<file path="src/rtl/prescaled_updown_counter.sv">
// ---------------------------------------------------------------------------
// prescaled_updown_counter : prescaled up/down/centre timer with compare/PWM
// Revision 1.0 - initial release
// ---------------------------------------------------------------------------
`default_nettype none

module prescaled_updown_counter #(
  parameter int BITWIDTH           = 8,
  parameter int PRESCALER_BITWIDTH = 4,
  parameter int START_RESTARTS     = 0
) (
  input  logic                          clock,
  input  logic                          reset,
  input  logic                          start,
  input  logic                          stop,
  input  logic [1:0]                    mode,
  input  logic                          autoreload,
  input  logic [PRESCALER_BITWIDTH-1:0] prescaler,
  input  logic [BITWIDTH-1:0]           reload_value,
  input  logic [BITWIDTH-1:0]           compare_value,
  output logic                          counting,
  output logic [BITWIDTH-1:0]           value,
  output logic                          direction,
  output logic                          overflow,
  output logic                          compare_match,
  output logic                          pwm
);

  localparam logic [1:0] MODE_UP     = 2'd0;
  localparam logic [1:0] MODE_DOWN   = 2'd1;
  localparam logic [1:0] MODE_CENTRE = 2'd2;

  localparam logic [BITWIDTH-1:0]           ONE  = BITWIDTH'(1);
  localparam logic [PRESCALER_BITWIDTH-1:0] PONE = PRESCALER_BITWIDTH'(1);

  logic [PRESCALER_BITWIDTH-1:0] prescale_count;
  logic [1:0]                    mode_latched;
  logic                          tick;
  logic                          do_stop;
  logic                          do_load;
  logic [BITWIDTH-1:0]           load_value;
  logic [BITWIDTH-1:0]           next_value;
  logic                          next_direction;
  logic                          period_end;

  always_comb begin
    do_stop        = counting && stop;
    do_load        = start && !stop && (!counting || (START_RESTARTS != 0));
    tick           = counting && (prescale_count == prescaler);
    load_value     = (mode == MODE_DOWN) ? reload_value : '0;
    next_value     = value;
    next_direction = direction;
    period_end     = 1'b0;
    case (mode_latched)
      MODE_DOWN: begin
        if (value == '0) begin
          next_value = reload_value;
          period_end = 1'b1;
        end else begin
          next_value = value - ONE;
        end
      end
      MODE_CENTRE: begin
        // An up phase that finds value already at/above reload turns round at once
        if (!direction && (value < reload_value)) begin
          next_value = value + ONE;
          if (next_value >= reload_value) next_direction = 1'b1;
        end else if (value == '0) begin
          next_value     = '0;
          next_direction = 1'b0;
          period_end     = 1'b1;
        end else begin
          next_value     = value - ONE;
          next_direction = 1'b1;
          if (next_value == '0) begin
            next_direction = 1'b0;
            period_end     = 1'b1;
          end
        end
      end
      default: begin
        if (value >= reload_value) begin
          next_value = '0;
          period_end = 1'b1;
        end else begin
          next_value = value + ONE;
        end
      end
    endcase
  end

  always_ff @(posedge clock) begin
    if (!reset) begin
      counting       <= 1'b0;
      value          <= '0;
      direction      <= 1'b0;
      overflow       <= 1'b0;
      compare_match  <= 1'b0;
      pwm            <= 1'b0;
      prescale_count <= '0;
      mode_latched   <= MODE_UP;
    end else begin
      overflow      <= 1'b0;
      compare_match <= 1'b0;
      pwm           <= counting && (value < compare_value);
      if (do_stop) begin
        counting <= 1'b0;
      end else if (do_load) begin
        counting       <= 1'b1;
        mode_latched   <= mode;
        prescale_count <= '0;
        value          <= load_value;
        direction      <= (mode == MODE_DOWN);
        compare_match  <= (load_value == compare_value);
      end else if (tick) begin
        prescale_count <= '0;
        value          <= next_value;
        direction      <= next_direction;
        overflow       <= period_end;
        compare_match  <= (next_value == compare_value);
        if (period_end && !autoreload) counting <= 1'b0;
      end else if (counting) begin
        prescale_count <= prescale_count + PONE;
      end
    end
  end

endmodule

`default_nettype wire

</file>
<file path="config.mk">
export PLATFORM = sky130hd
export DESIGN_NAME = prescaled_updown_counter
export DESIGN_NICKNAME = d
export VERILOG_FILES = /design/src/rtl/prescaled_updown_counter.sv
export SDC_FILE = /design/constraint.sdc
export NUM_CORES = 1
export LEC_CHECK = 0
export CORE_AREA = 5 5 93 95
export DETAILED_ROUTE_END_ITERATION = 6
export DIE_AREA = 0 0 98 100
export PLACE_DENSITY = 0.55
export SYNTH_ARGS = -nofsm -noshare
export SYNTH_HDL_FRONTEND = slang
export SYNTH_SLANG_ARGS = --single-unit
</file>
<file path="constraint.sdc">
create_clock -name clock -period 9.83 [get_ports clock]
set_clock_uncertainty 0.05 [all_clocks]
set_input_delay 2.949 -clock clock [delete_from_list [all_inputs] [get_ports clock]]
set_output_delay 2.949 -clock clock [all_outputs]
set_load 0.01 [all_outputs]
</file>
==> results of run 1 <==
-- area by class of cell --
class | count | area share, %
clock inverters | 1 | 0.2396
well taps | 102 | 4.073
flip-flops and latches | 19 | 12.14
repair buffers | 40 | 12.70
clock buffers | 3 | 1.318
inverters | 29 | 3.474
multi-input cells | 294 | 66.05
-- where the power goes --
part / switching (mW) / internal, mW / leakage [nW]
Clock: 0.0304 / 0.0287 / 0.0217
Combinational: 0.0874 / 0.0605 / 1.11
Sequential: 0.0113 / 0.0806 / 0.155
-- per-layer routing --
metal	up-vias	share of wire (%)	global-route usage [%]
met3	31	6.5	3.336
li1	1401	-	-
met2	121	46	34.19
met5	-	0	0
met1	1404	44	27.91
met4	0	3.7	6.496
-- placed cells by master (no fill, tap or decap), drive strengths merged, types with 10 or more instances in the layout --
cell / Yosys / final
o21ai: 24 / 24
clkdlybuf4s50: 0 / 39
a21oi: 27 / 27
xor2: 10 / 10
inv: 29 / 29
nor2: 26 / 26
nand2: 28 / 28
nand3: 10 / 10
xnor2: 15 / 15
ha: 30 / 30
dfxtp: 19 / 19
nor3: 10 / 10
-- sequential cells by signal, summed over array words and instances, names as in the netlist --
name	flops
mode_latched	2
counting	1
value	8
prescale_count	4
overflow	1
pwm	1
compare_match	1
direction	1
-- through the flow --
stage	power (mW)	std cells	util [%]
floorplan	0.1844	359	-
global placement	0.2397	484	40.33
detailed placement	0.2390	484	40.33
CTS	0.2987	488	40.97
global route	0.3186	488	40.97
finish	0.2987	488	40.97
-- path summary, 6_finish.rpt --
kind	from	to	cells past startpoint
setup / recovery	reload_value[5]	compare_match	12
hold reg to reg	mode_latched[1]	mode_latched[1]	2
setup reg to reg	value[1]	direction	11
hold / removal	mode_latched[1]	mode_latched[1]	2
-- critical path: cells and delay by family --
kind	cells	cell delay, ps
AOI/OAI and AO/OA	5	1170
adders and majority gates	1	300
buffers and inverters	2	670
and+or+nand+nor	4	1350
-- cells by family (layout without fill, tap and decap cells) --
logic type / count (synthesis) / after routing / share of synthesized area [%]
buf+inv: 46 / 73 / 6.983
compound gates: 121 / 121 / 31.78
xor+xnor: 25 / 25 / 8.314
fa+ha+maj: 30 / 30 / 14.25
mux: 6 / 6 / 2.328
flops: 19 / 19 / 14.44
simple gates: 112 / 112 / 21.90
==> results.md, run 1 <==
* Status: complete, no violations
* Antenna fix cells at 0
* Power per cell area at 95.34 mW/mm2
* Area Growth Syn to Fin at 18.95%
* CP Max Fanout at 7
* DR vias at 2957
* Largest cells by area after synthesis: dfxtp_1 14%, ha_1 14%, a21oi_1 5.1%, xnor2_1 5.0%, o21ai_0 4.6%
* # port buffers at 39
* Vias in the first global route at 2780
* Via/cell ratio at 6.059
* DRC Markers at 0
* Synth cell count leaders: 30 x ha_1, 29 x inv_1, 28 x nand2_1, 27 x a21oi_1
* Die ar. at 0.009800 mm2
* Layout cells sized above 1 at approximately 4.4%
* Core ar. at about 0.0076 mm2
* R2R Setup Slk at between 6000 and 7000 ps
* Fillers at roughly 840
* Yosys cell types at 61
* Crit share post-route at 64.05%
* GRT Resource Usage Total at 20.80%
* Antenna-violating nets left at 0
* Worst path cell trace: clkdlybuf4s50_1 > inv_1 > ha_1 > a21o_1 > a221o_1 > or2_1 > nor2_2 > a311oi_1 > a22o_1 > or3_1 > or4_1 > o22ai_2
* Setup TNS at 0 ps
* Design area at between 0.003 and 0.004 mm2
* Post-synthesis cell type with the largest combined area: dfxtp_1
* Final wirelength at 10.41 mm
* Leak at 1.289 nW
* Hold WC Path Type: flip-flop to flip-flop
* Hold buffer count at cts at 0
* Post-detail-place hpwl at about 8.2 mm
* Fin crit period at 6296 ps
* Initial antenna violation count at 0
* CP max stage delay at approximately 560 ps
* First-pass GRT wire length at 16.04 mm
* Kind of critical path: primary input to flip-flop
* Sequential area share after synthesis at ~14%
* Crit end category: flip-flop
* Slew HR at 30.06%
* Crit start category: primary input
* Gates resized, CTS repair at 0
* Worst-path clk slew at 80 ps
* Pre-CTS setup slack at 3313 ps
* Worst setup margin at around 3500 ps
* Ys flop type: dfxtp_1
* # Post-CTS Setup Buffers at 0
* CTS sink cnt at 19
* Final Max Slew Viols at 0
* Final setup violation count at 0
* Final hold violation count at 0
* Largest net degree at the start of global routing at 19
* Multi-input gate area at 0.002069 mm2
* RSZ-0062 raised after global routing: no
* Worst EP required at 9970 ps
* Chip height at around 100 um
* Avg Cell Area, Syn at 7.336 um2
* Post-synth EDFFs at 0
* Clk root buf: clkbuf_8
* Ys async rst share at 0%
* Arrival @ worst endpoint at 6440 ps
* Least-Margin Pin Slew at 1045 ps
* Fmax at 158.8 MHz
* TritonCTS clock tree: done
* Most common cell in the netlist: ha_1
* Max VDD drop at around 0.057 mV
* Register bit total from synthesis at 19
* Post-DP Area at 0.003084 mm2
* WHS at 445.0 ps
* Wire per inst at 21.32 um
* Chip width at about 100 um
* Clock tree buffer depth at 2
* Iter 0 DRT Violations at 231
* Grt total ovfl at 0
* CTS Buf Count at 3
* FF+latch area at 380.4 um2
* Initial Util at 34.44%
* I/O pin count at 40
* Htree depth at 1
* Mapped Area at 0.002634 mm2
* Synth Instances at 359
* Worst skew pair latency at 270 ps
* Crit-path slowest cell: clkdlybuf4s50_1
* Nets at 444
* Yosys warns at 0
* RePlAce Congestion at 0.9565
* MaxCap Viol Count at 0
* Syn_nets at 416
* Fraction of synthesized cell area taken by the top area cell type at approximately 14%
* DRT Pass-1 Iters at 6
* FP Rows at 32
No activity file was read; power rests on OpenSTA's default activity.
==> run 2, diff against run 1 <==
Clock period 9.83 ns to 5.8 ns, I/O delays scaled along.
==> results.md, run 2 (synthesis gave the netlist of run 1 again) <==
* Layout cells sized above 1 at 4.897%
* CP max stage delay at approximately 570 ps
* DRC Markers at 0
* RSZ-0062 raised after global routing: no
* Multi-input gate area at 0.002069 mm2
* GRT Resource Usage Total at 20.73%
* Final hold violation count at 0
* Worst skew pair latency at 260 ps
* Iter 0 DRT Violations at roughly 230
* Biggest regs: value x8, prescale_count x4, mode_latched x2
* Post-detail-place hpwl at 8.007 mm
* Crit end category: flip-flop
* Switch share at 42.74%
* Commonest non-fill, non-tap cell in the layout: clkdlybuf4s50_1
* Final Max Slew Viols at 0
* Antenna fix cells at 0
* Clock power frac at 19.2%
* Largest register FFs at 8
* Psw at 0.2162 mW
* CTS Buf Count at 3
* Hold buffer count at cts at 0
* Worst EP required at about 5900 ps
* Wire per inst at ~21 um
* Fin crit period at between 5000 and 6000 ps
* Most frequent cells in the layout: 39 x clkdlybuf4s50_1, 30 x ha_1, 29 x inv_1, 28 x nand2_1, 27 x a21oi_1
* DRT Pass-1 Iters at 5
* Die ar. at 0.009800 mm2
* Final wirelength at 10.21 mm
* Htree depth at 1
* Chip height at 100 um
* Initial Util at 34.44%
* Leak at 1.299 nW
* Kind of critical path: primary input to flip-flop
* Area Growth Syn to Fin at 19.52%
* Final setup violation count at 0
* Max VDD drop at 0.07752 mV
* Crit-path slowest cell: clkdlybuf4s50_1
* CTS sink cnt at 19
* FF+latch area at 380.4 um2
* MaxCap Viol Count at 0
* Crit start category: primary input
* Initial antenna violation count at 0
* Slew HR at 45.40%
* Status: complete, no violations
* RePlAce Congestion at 0.9241
* Top reg by flops: value
* Nets at 446
* First-pass GRT wire length at ~16 mm
* Hold Path Depth at 2
* TritonCTS clock tree: done
* DR vias at between 2000 and 3000
* Least-Margin Pin Slew at 817.8 ps
* Grt total ovfl at 0
* R2R depth at 10
* Fillers at 819
* Power per cell area at 160.7 mW/mm2
* Seq pwr share at between 30% and 40%
* Clk root buf: clkbuf_8
* Largest net degree at the start of global routing at 19
* Core ar. at 0.007647 mm2
* Worst path cell trace: clkdlybuf4s50_1 > inv_1 > ha_1 > a21o_1 > a221o_1 > or2_1 > nor2_2 > a311oi_1 > a22o_1 > or3_1 > or4_1 > o22ai_2
* # port buffers at 39
* Crit share post-route at 88.33%
* Worst-path clk slew at 80 ps
* Comb power frac at 49.5%
* # Post-CTS Setup Buffers at 0
* Fmax at 195.2 MHz
* Hold WC Path Type: flip-flop to flip-flop
* Gates resized, CTS repair at 0
* I/O pin count at 40
* Arrival @ worst endpoint at between 5000 and 6000 ps
* Vias in the first global route at around 2900
* CP Max Fanout at 7
* Setup TNS at 0 ps
* FP Rows at 32
* Chip width at 98 um
* Antenna-violating nets left at 0
* Core Util, Final at 41.16%
* Internal at 0.2896 mW
* Via/cell ratio at ~6.0
* Clock tree buffer depth at 2
==> run 2: cell count changes in the layout (fill, tap and decap cells not counted) <==
cell,change
buf_4,+2
==> run 2: metrics by stage <==
step	hold WS (ps)	std cells	power, mW	worst slack [ps]	area, um2
6_report	441.3	490	0.5058	676.6	3148
4_1_cts	442.4	490	0.5055	704.5	3148
3_5_place_dp	430.7	486	0.4070	431.8	3099
5_1_grt	470.9	490	0.5388	525.8	3148
3_3_place_gp	425.2	486	0.4085	487.9	3099
2_1_floorplan	410.4	359	0.3125	1353	2634
==> run 2: routing by layer <==
metal,up-vias,global-route usage (%),wire length [um]
met5,-,0,0
met4,0,6.283,259
met3,22,2.849,620
met2,119,34.24,4739
met1,1389,28.08,4588
li1,1399,-,-
==> run 2: final cells by class <==
class	instances	area share [%]
multi-input combinational	294	65.74
clock inverter	1	0.2385
tap	102	4.054
timing repair buffer	42	13.12
clock buffer	3	1.312
inverter	29	3.458
sequential	19	12.08
==> run 2: critical path, delay by kind of cell <==
family,cells,cell delay [ps]
buffers and inverters,2,690
AND/OR/NAND/NOR,4,1380
adder cells (fa/ha/maj),1,300
AO/OA/AOI/OAI,5,1150
==> run 2: power by group through the flow <==
stage               clock (mW)  combinational (mW)  sequential (mW)
floorplan                    0               0.163            0.149
global placement             0               0.248            0.161
detailed placement           0               0.246            0.161
CTS                      0.100               0.247            0.158
global route             0.105               0.275            0.160
finish                  0.0973               0.250            0.158
==> run 2: worst paths after layout <==
kind	to	slack, ps	startpoint
hold reg to reg	mode_latched[1]	440	mode_latched[1]
setup / recovery	compare_match	680	reload_value[5]
setup reg to reg	compare_match	2140	value[5]
hold / removal	mode_latched[1]	440	mode_latched[1]
==> run 3, diff against run 2 <==
Settings changed: ABC_AREA from default to 1, ABC_CLOCK_PERIOD_IN_PS from default to 5800, CORE_AREA 5 5 93 95 to 5 5 92 94, DIE_AREA 0 0 98 100 to 0 0 97 99.
==> results.md, run 3 <==
* Layout cells sized above 1 at 7.556%
* DRC Markers at 0
* Post-synth EDFFs at 0
* Initial Util at 33.61%
* Nets at 508
* Slew HR at 59.56%
* Fraction of synthesized cell area taken by the top area cell type at 15.49%
* Kind of critical path: primary input to flip-flop
* Hold WC Path Type: flip-flop to flip-flop
* Hold buffer count at cts at 0
* R2R Setup Slk at 2680 ps
* Worst EP required at about 6000 ps
* Worst r2r src: value[2]
* MaxCap Viol Count at 0
* Largest cells by area after synthesis: nand2_1 15%, dfxtp_1 15%, ha_1 15%, inv_1 8.6%, nand3_1 6.5%
* RSZ-0062 raised after global routing: no
* Fillers at between 800 and 900
* CP Launch Point: reload_value[3]
* Crit end category: flip-flop
* Ys flop type: dfxtp_1
* Pre-CTS setup slack at 1582 ps
* Sequential area share after synthesis at between 10% and 20%
* CP Max Fanout at 9
* Worst skew pair latency at 270 ps
* Htree depth at 1
* Fmax at 252.6 MHz
* Yosys cell types at 40
* Least-Margin Pin Slew at 604.3 ps
* Die ar. at 0.009603 mm2
* Vias in the first global route at around 2700
* # Post-CTS Setup Buffers at 0
* Status: complete, no violations
* Worst-path clk slew at 90 ps
* Clk root buf: clkbuf_8
* Mapped Area at about 0.0025 mm2
* # port buffers at 39
* Chip width at 97 um
* DR vias at 2841
* Gates resized, CTS repair at 0
* Commonest non-fill, non-tap cell in the layout: nand2_1
* I/O pin count at 40
* Most common cell in the netlist: nand2_1
* Wire per inst at 15.06 um
* R2R depth at 10
* Iter 0 DRT Violations at between 200 and 300
* Max VDD drop at roughly 0.11 mV
* Core ar. at around 0.0076 mm2
* Fin crit period at about 4000 ps
* Setup crit end: compare_match
* Worst setup margin at 1842 ps
* Register bit total from synthesis at 19
* RePlAce Congestion at 0.9242
* Most frequent cells in the layout: 105 x nand2_1, 58 x inv_1, 39 x clkdlybuf4s50_1, 33 x nand3_1, 32 x nor2_1
* Antenna-violating nets left at 0
* TritonCTS clock tree: done
* Largest net degree at the start of global routing at 18
* Final hold violation count at 0
* CTS sink cnt at 19
* DRT Pass-1 Iters at 6
* Largest register FFs at 8
* Avg Cell Area, Syn at 6.159 um2
* Area Growth Syn to Fin at 21.35%
* FF+latch area at 380.4 um2
* Leak at ~1.5 nW
* Antenna fix cells at 0
* Synth Instances at 413
* Arrival @ worst endpoint at 4110 ps
* Setup TNS at 0 ps
* Crit start category: primary input
* Post-synthesis cell type with the largest combined area: nand2_1
* Yosys warns at 0
* First-pass GRT wire length at between 10 and 15 mm
* Syn_nets at 470
* Grt total ovfl at 0
* Ys async rst share at 0%
* Crit share post-route at 68.25%
* Chip height at 99 um
* Final wirelength at around 8.3 mm
* Multi-input gate area at between 0.0015 and 0.002 mm2
* Clock tree buffer depth at 2
* FP Rows at 32
* Final setup violation count at 0
* Biggest regs: value x8, prescale_count x4, mode_latched x2
* GRT Resource Usage Total at 17.57%
* CTS Buf Count at 3
* Via/cell ratio at 5.147
* Initial antenna violation count at 0
* Final Total Pwr at between 0.4 and 0.5 mW
* Top reg by flops: value
* Synth cell count leaders: 105 x nand2_1, 58 x inv_1, 33 x nand3_1, 32 x nor2_1, 30 x ha_1
* Worst R2R End: direction
* Post-detail-place hpwl at a little under 7 mm
* Final Max Slew Viols at 0
* Power per cell area at 152.9 mW/mm2
[run 3: final cells by class]
| class | instances | share of cell area (%) |
|---|---|---|
| multi-input combinational | 323 | 61.17 |
| timing repair buffer | 41 | 13.13 |
| sequential | 19 | 12.32 |
| inverter | 63 | 7.661 |
| tap | 102 | 4.135 |
| clock buffer | 3 | 1.338 |
| clock inverter | 1 | 0.2432 |
[run 3: worst min path at each step]
stage / start / end / depth (start not counted)
after floorplan: mode_latched[1] / mode_latched[1] / 2
after global placement: mode_latched[1] / mode_latched[1] / 2
after detailed placement: mode_latched[1] / mode_latched[1] / 2
after CTS: mode_latched[1] / mode_latched[1] / 2
after global routing: mode_latched[1] / mode_latched[1] / 2
final: mode_latched[1] / mode_latched[1] / 2
[run 3: power by group]
group          total, mW  switching [mW]  internal [mW]
registers          0.146         0.00980          0.136
clock network      0.103          0.0539         0.0487
logic              0.224           0.138         0.0858
total              0.472           0.201          0.270
[run 3: through the flow]
step / instances / util [%] / hold WS (ps) / cell area [um2]
2_1_floorplan: 413 / - / 401.3 / 2544
3_3_place_gp: 548 / 40.15 / 420.6 / 3038
3_5_place_dp: 548 / 40.15 / 425.4 / 3038
4_1_cts: 552 / 40.79 / 439.7 / 3087
5_1_grt: 552 / 40.79 / 469.3 / 3087
6_report: 552 / 40.79 / 439.1 / 3087
[run 3: per-layer routing]
| metal | up-vias | part of all wire (%) | GRT usage [%] |
|---|---|---|---|
| li1 | 1444 | - | - |
| met1 | 1271 | 47 | 23.67 |
| met2 | 107 | 44 | 28.24 |
| met3 | 19 | 5.9 | 3.397 |
| met4 | 0 | 2.5 | 5.616 |
| met5 | - | 0 | 0 |
[run 3: kinds of logic after synthesis]
| group | share of synthesized area (%) |
|---|---|
| flops | 14.95 |
| buf+inv | 10.82 |
| fa+ha+maj | 14.76 |
| xor+xnor | 5.509 |
| simple gates | 37.88 |
| compound gates | 16.08 |
[run 3: critical path, stage by stage]
cell	delay (ps)
clkdlybuf4s50_1	540
inv_1	80
ha_1	290
a21oi_1	150
nand2_1	80
nand2_2	160
nand3_2	220
o21ai_0	220
nand2_1	120
nand2_1	70
nand2_1	50
nor2_1	80
nand2_1	60
nor2_1	80
nand2_1	70
a21oi_2	100
==> RTL change 1 (flow settings as in run 1) <==
Change the parameter `PRESCALER_BITWIDTH` from 4 to 6.
--- a/src/rtl/prescaled_updown_counter.sv
+++ b/src/rtl/prescaled_updown_counter.sv
@@ -7,5 +7,5 @@
 module prescaled_updown_counter #(
   parameter int BITWIDTH           = 8,
-  parameter int PRESCALER_BITWIDTH = 4,
+  parameter int PRESCALER_BITWIDTH = 6,
   parameter int START_RESTARTS     = 0
 ) (
Interface: changed (resized prescaler); port bits go from 40 to 42. No check against the original RTL was run, so the function may have changed too.
==> RTL change 1 against run 1 <==
Synthesized area is 2.1% higher. Worst hold slack got worse by 4.0 ps. Routed wire length shrank 4.1%. Clock power up 6.1%. Sequential cell count is 2 higher. Design area grew 1.7%. Setup slack better by 260 ps. Combinational power down 5%. Global-route usage is 1.2 points lower. Critical path depth unchanged. Total power up 1.2%. Register-to-register slack gained 160 ps.
==> RTL change 1: results (changes against run 1) <==
CP Launch Point - reload_value[1]
Synth area leaders - dfxtp_1, ha_1, a21oi_1, o21ai_0, xnor2_1
M1 GR Usage - 0.2606 (-0.01855)
Synth top cells by count - a21oi_1, nor2_1, ha_1, o21ai_0
First-pass GRT wire length - 15220 um (-5.1%)
Logic power comb - 141 uW (-5%)
Non-filler instance count after layout - 501 (+2.7%)
Vias in the first global route - 2767 (-0.47%)
Metal2 WL - 4402 um (-7.7%)
Unique cell type count in the Yosys netlist - 58 (-4.9%)
Syn_nets - 431 (+3.6%)
Top flop regs - value x8, prescale_count x6, mode_latched x2
Max IR drop VDD - 0.05092 mV (-11%)
Status - finished, final reports clean
DR iter-0 viols - 318 (+38%)
Met2 GRT Util - 0.3136 (-0.02827)
Internal power - 174.4 uW (+2.7%)
R2r setup slk - 6270 ps (+160 ps)
GP Congestion - 0.9873 (+3.2%)
Routed WL per cell - 19.92 um (-6.6%)
Final Cycle Share - 0.6136 (-0.02683)
Post-DP HPWL - 7475 um (-9.0%)
Combinational share of power - 0.466 (-0.029)
Seq. pwr - 98.9 uW (+7.6%)
Vias per cell - 5.992 (-1.1%)
GRT Resource Usage Total - 0.1956 (-0.01237)
## RTL change 1: worst min path at each step
stage                                      start                           end  depth (start not counted)
floorplan           mode_latched[1]$_SDFFE_PN0P_  mode_latched[1]$_SDFFE_PN0P_                          2
global placement    mode_latched[1]$_SDFFE_PN0P_  mode_latched[1]$_SDFFE_PN0P_                          2
detailed placement  mode_latched[0]$_SDFFE_PN0P_  mode_latched[0]$_SDFFE_PN0P_                          2
CTS                 mode_latched[0]$_SDFFE_PN0P_  mode_latched[0]$_SDFFE_PN0P_                          2
global route        mode_latched[0]$_SDFFE_PN0P_  mode_latched[0]$_SDFFE_PN0P_                          2
finish              mode_latched[1]$_SDFFE_PN0P_  mode_latched[1]$_SDFFE_PN0P_                          2
## RTL change 1: kinds of logic (layout without fill, tap and decap cells)
logic type,count (synthesis),count (layout),synth area share
adders and majority gates,30,30,0.1395
muxes,3,3,0.01163
xor gates and xnor gates,27,27,0.08791
and+or+nand+nor,128,128,0.2488
buffers and inverters,44,71,0.07209
AOI/OAI and AO/OA,119,119,0.2837
DFF,21,21,0.1563
## RTL change 1: worst max-delay path, cell delays in order
cell,delay [ps]
clkdlybuf4s50_1,550
inv_1,130
ha_1,310
nor2b_1,130
o211ai_1,130
a21oi_1,300
nor2_1,200
o311ai_0,620
o22ai_1,180
a221o_1,300
nor4_2,220
a41o_1,190
## RTL change 1: layout make-up
| cell class | count | share of cell area |
|---|---|---|
| clock inverter | 1 | 0.001571 |
| multi-input combinational | 307 | 0.6516 |
| inverter | 24 | 0.02828 |
| timing repair buffer | 43 | 0.1335 |
| clock buffer | 3 | 0.01296 |
| tap | 102 | 0.04006 |
| sequential | 21 | 0.1320 |
==> RTL change 2 (flow settings as in run 1) <==
Made on the original files. Reset style: asynchronous (`reset`), changed in one clocked block.
--- a/src/rtl/prescaled_updown_counter.sv
+++ b/src/rtl/prescaled_updown_counter.sv
@@ -90,5 +90,5 @@
   end
 
-  always_ff @(posedge clock) begin
+  always_ff @(posedge clock or negedge reset) begin
     if (!reset) begin
       counting       <= 1'b0;
Check against the original RTL: differs if reset is asserted again (counterexample within 4 cycles, from zero or initial values and one cycle with reset low); with reset held inactive, the same outputs for 10 cycles.
==> RTL change 2 against run 1 <==
Non-clock buffer count down 1. Sequential cell count did not move. Setup slack improved by 370 ps. Synthesized area is 7.3% higher. Largest cell class unchanged. Sequential share of layout area increased by 2.5 points. Register-to-register slack improved by 290 ps. Worst hold slack improved by 66 ps. Routed wire length increased by 1.3%. Design area is 3.5% higher.
Power is not compared: it rests on default switching activity, and its combinational part moved more than twofold at a synthesized area within 25%.
==> RTL change 2: results (changes against run 1) <==
Worst r2r path cells - 10 (-1)
Status - finished, final reports clean
CTS clock-pin slew for the worst setup and hold paths - 80 ps (about the same)
Layout cell share with drive strength beyond 1 - 0.04427 (+0.0002294)
Register area share after synthesis - 0.1683 (+0.02387)
DR iter-0 viols - 279 (+21%)
Fill cell count - 788 (-6.3%)
Min-Delay Path Class - reg -> reg
CTS root buf - clkbuf_8
Largest net degree at the start of global routing - 20 (+1)
Synth top cells by count - nand2_1, ha_1, a21oi_1, nor2_1
Nets - 442 (-0.45%)
Synth area leaders - dfrtp_1, ha_1, a21oi_1, nand2_1, o21ai_0
Hold path depth - 1 (-1)
Reg2Reg Capture Point - compare_match$_DFF_PN0_
Post-synth ARST share - 1.000 (+1.000)
Non-filler instance count after layout - 486 (-0.41%)
Worst Hold End - prescale_count[0]$_DFFE_PN0P_
Post-placement cell count - 482 (-0.41%)
Pre-antenna DRT Iters - 5 (-1)
Vias per cell - 6.091 (+0.51%)
Post-DP HPWL - 8032 um (-2.2%)
R2r setup slk - 6400 ps (+290 ps)
Vias in the first global route - 2837 (+2.1%)
CP max FO - 6 (-1)
Hold path start - prescale_count[0]$_DFFE_PN0P_
GP Congestion - 0.9580 (+0.16%)
Syn_nets - 418 (+0.48%)
Top flop regs - value x8, prescale_count x4, mode_latched x2
Hold slack - 510.7 ps (+65.68 ps)
Measured slew at the worst slew-check pin - 1039 ps (-6.484 ps)
Post-cts repair resize count - 0 (unchanged)
Critical path's slowest cell - a2111oi_0
CP max stage delay - 790 ps (+230 ps)
First-pass GRT wire length - 16230 um (+1.2%)
Worst Path Arrival - 6050 ps (-390 ps)
Avg Inst Size Synth - 7.826 um2 (+6.7%)
Routed WL per cell - 21.70 um (+1.8%)
Unique cell type count in the Yosys netlist - 67 (+9.8%)
Predominant post-synthesis flop cell - dfrtp_1
IO buf count - 39 (unchanged)
Fin. Hold Viols - 0 (unchanged)
GRT Resource Usage Total - 0.2100 (+0.001988)
RR Startpoint - value[0]$_DFFE_PN0P_
CTS Buf Count - 3 (unchanged)
[RTL change 2: changes by cell type after synthesis, moves of 4 or more]
cell / before / now
dfrtp_1: 0 / 19
dfxtp_1: 19 / 0
inv_1: 29 / 21
buf_6: 1 / 8
nand2b_1: 4 / 10
a21o_1: 7 / 12
xnor2_1: 15 / 10
a32oi_1: 0 / 4
clkbuf_1: 12 / 8
o32ai_1: 5 / 1
[RTL change 2: logic make-up after synthesis]
kind of cell	after synthesis	share of synthesized area
adder cells (fa/ha/maj)	30	0.1329
flip-flops	19	0.1683
buffers and inverters	41	0.07928
multiplexers	4	0.01461
XOR/XNOR	20	0.06200
AND/OR/NAND/NOR	123	0.2374
AO/OA/AOI/OAI	124	0.3056
[RTL change 2: metal layers]
layer	routed length [um]	vias to the layer above	track usage	share of wire
li1	-	1398	-	-
met1	4937	1420	0.2883	0.47
met2	4798	119	0.3408	0.46
met3	571	23	0.03336	0.054
met4	237	0	0.06070	0.022
met5	0	-	0	0
[RTL change 2: report_power, final]
group	leakage (nW)	internal (mW)	total, mW	switching, mW
Clock	0.0228	0.0289	0.0575	0.0286
Sequential	0.249	0.0980	0.184	0.0865
Combinational	1.11	0.260	0.613	0.353
Total	1.38	0.387	0.855	0.468
[RTL change 2: critical path: cells and delay by family]
family                   cells  cell delay (ps)
AO/OA/AOI/OAI                3             1300
adder cells (fa/ha/maj)      1              310
buffers and inverters        2              710
AND/OR/NAND/NOR              4              760
[RTL change 2: how the worst max path moves through the flow]
stage,from,to,slack [ps],cells past startpoint
2_1_floorplan,reload_value[1],compare_match$_DFF_PN0_,4810,11
3_3_place_gp,reload_value[5],compare_match$_DFF_PN0_,3660,11
3_5_place_dp,reload_value[7],compare_match$_DFF_PN0_,3760,9
4_1_cts,reload_value[7],compare_match$_DFF_PN0_,3990,9
5_1_grt,reload_value[5],compare_match$_DFF_PN0_,3830,11
6_report,reload_value[6],compare_match$_DFF_PN0_,3900,10
[RTL change 2: final cells by class]
type | count | area share
clock buffer | 4 | 0.01389
sequential | 19 | 0.1466
inverter | 21 | 0.02431
timing repair buffer | 39 | 0.1204
tap | 102 | 0.03935
multi-input combinational | 301 | 0.6555
[RTL change 2: stage by stage]
step / worst slack, ps / instance area [um2]
global placement: 3665 / 3198
floorplan: 4807 / 2825
finish: 3901 / 3243
detailed placement: 3758 / 3198
global route: 3831 / 3243
CTS: 3993 / 3243
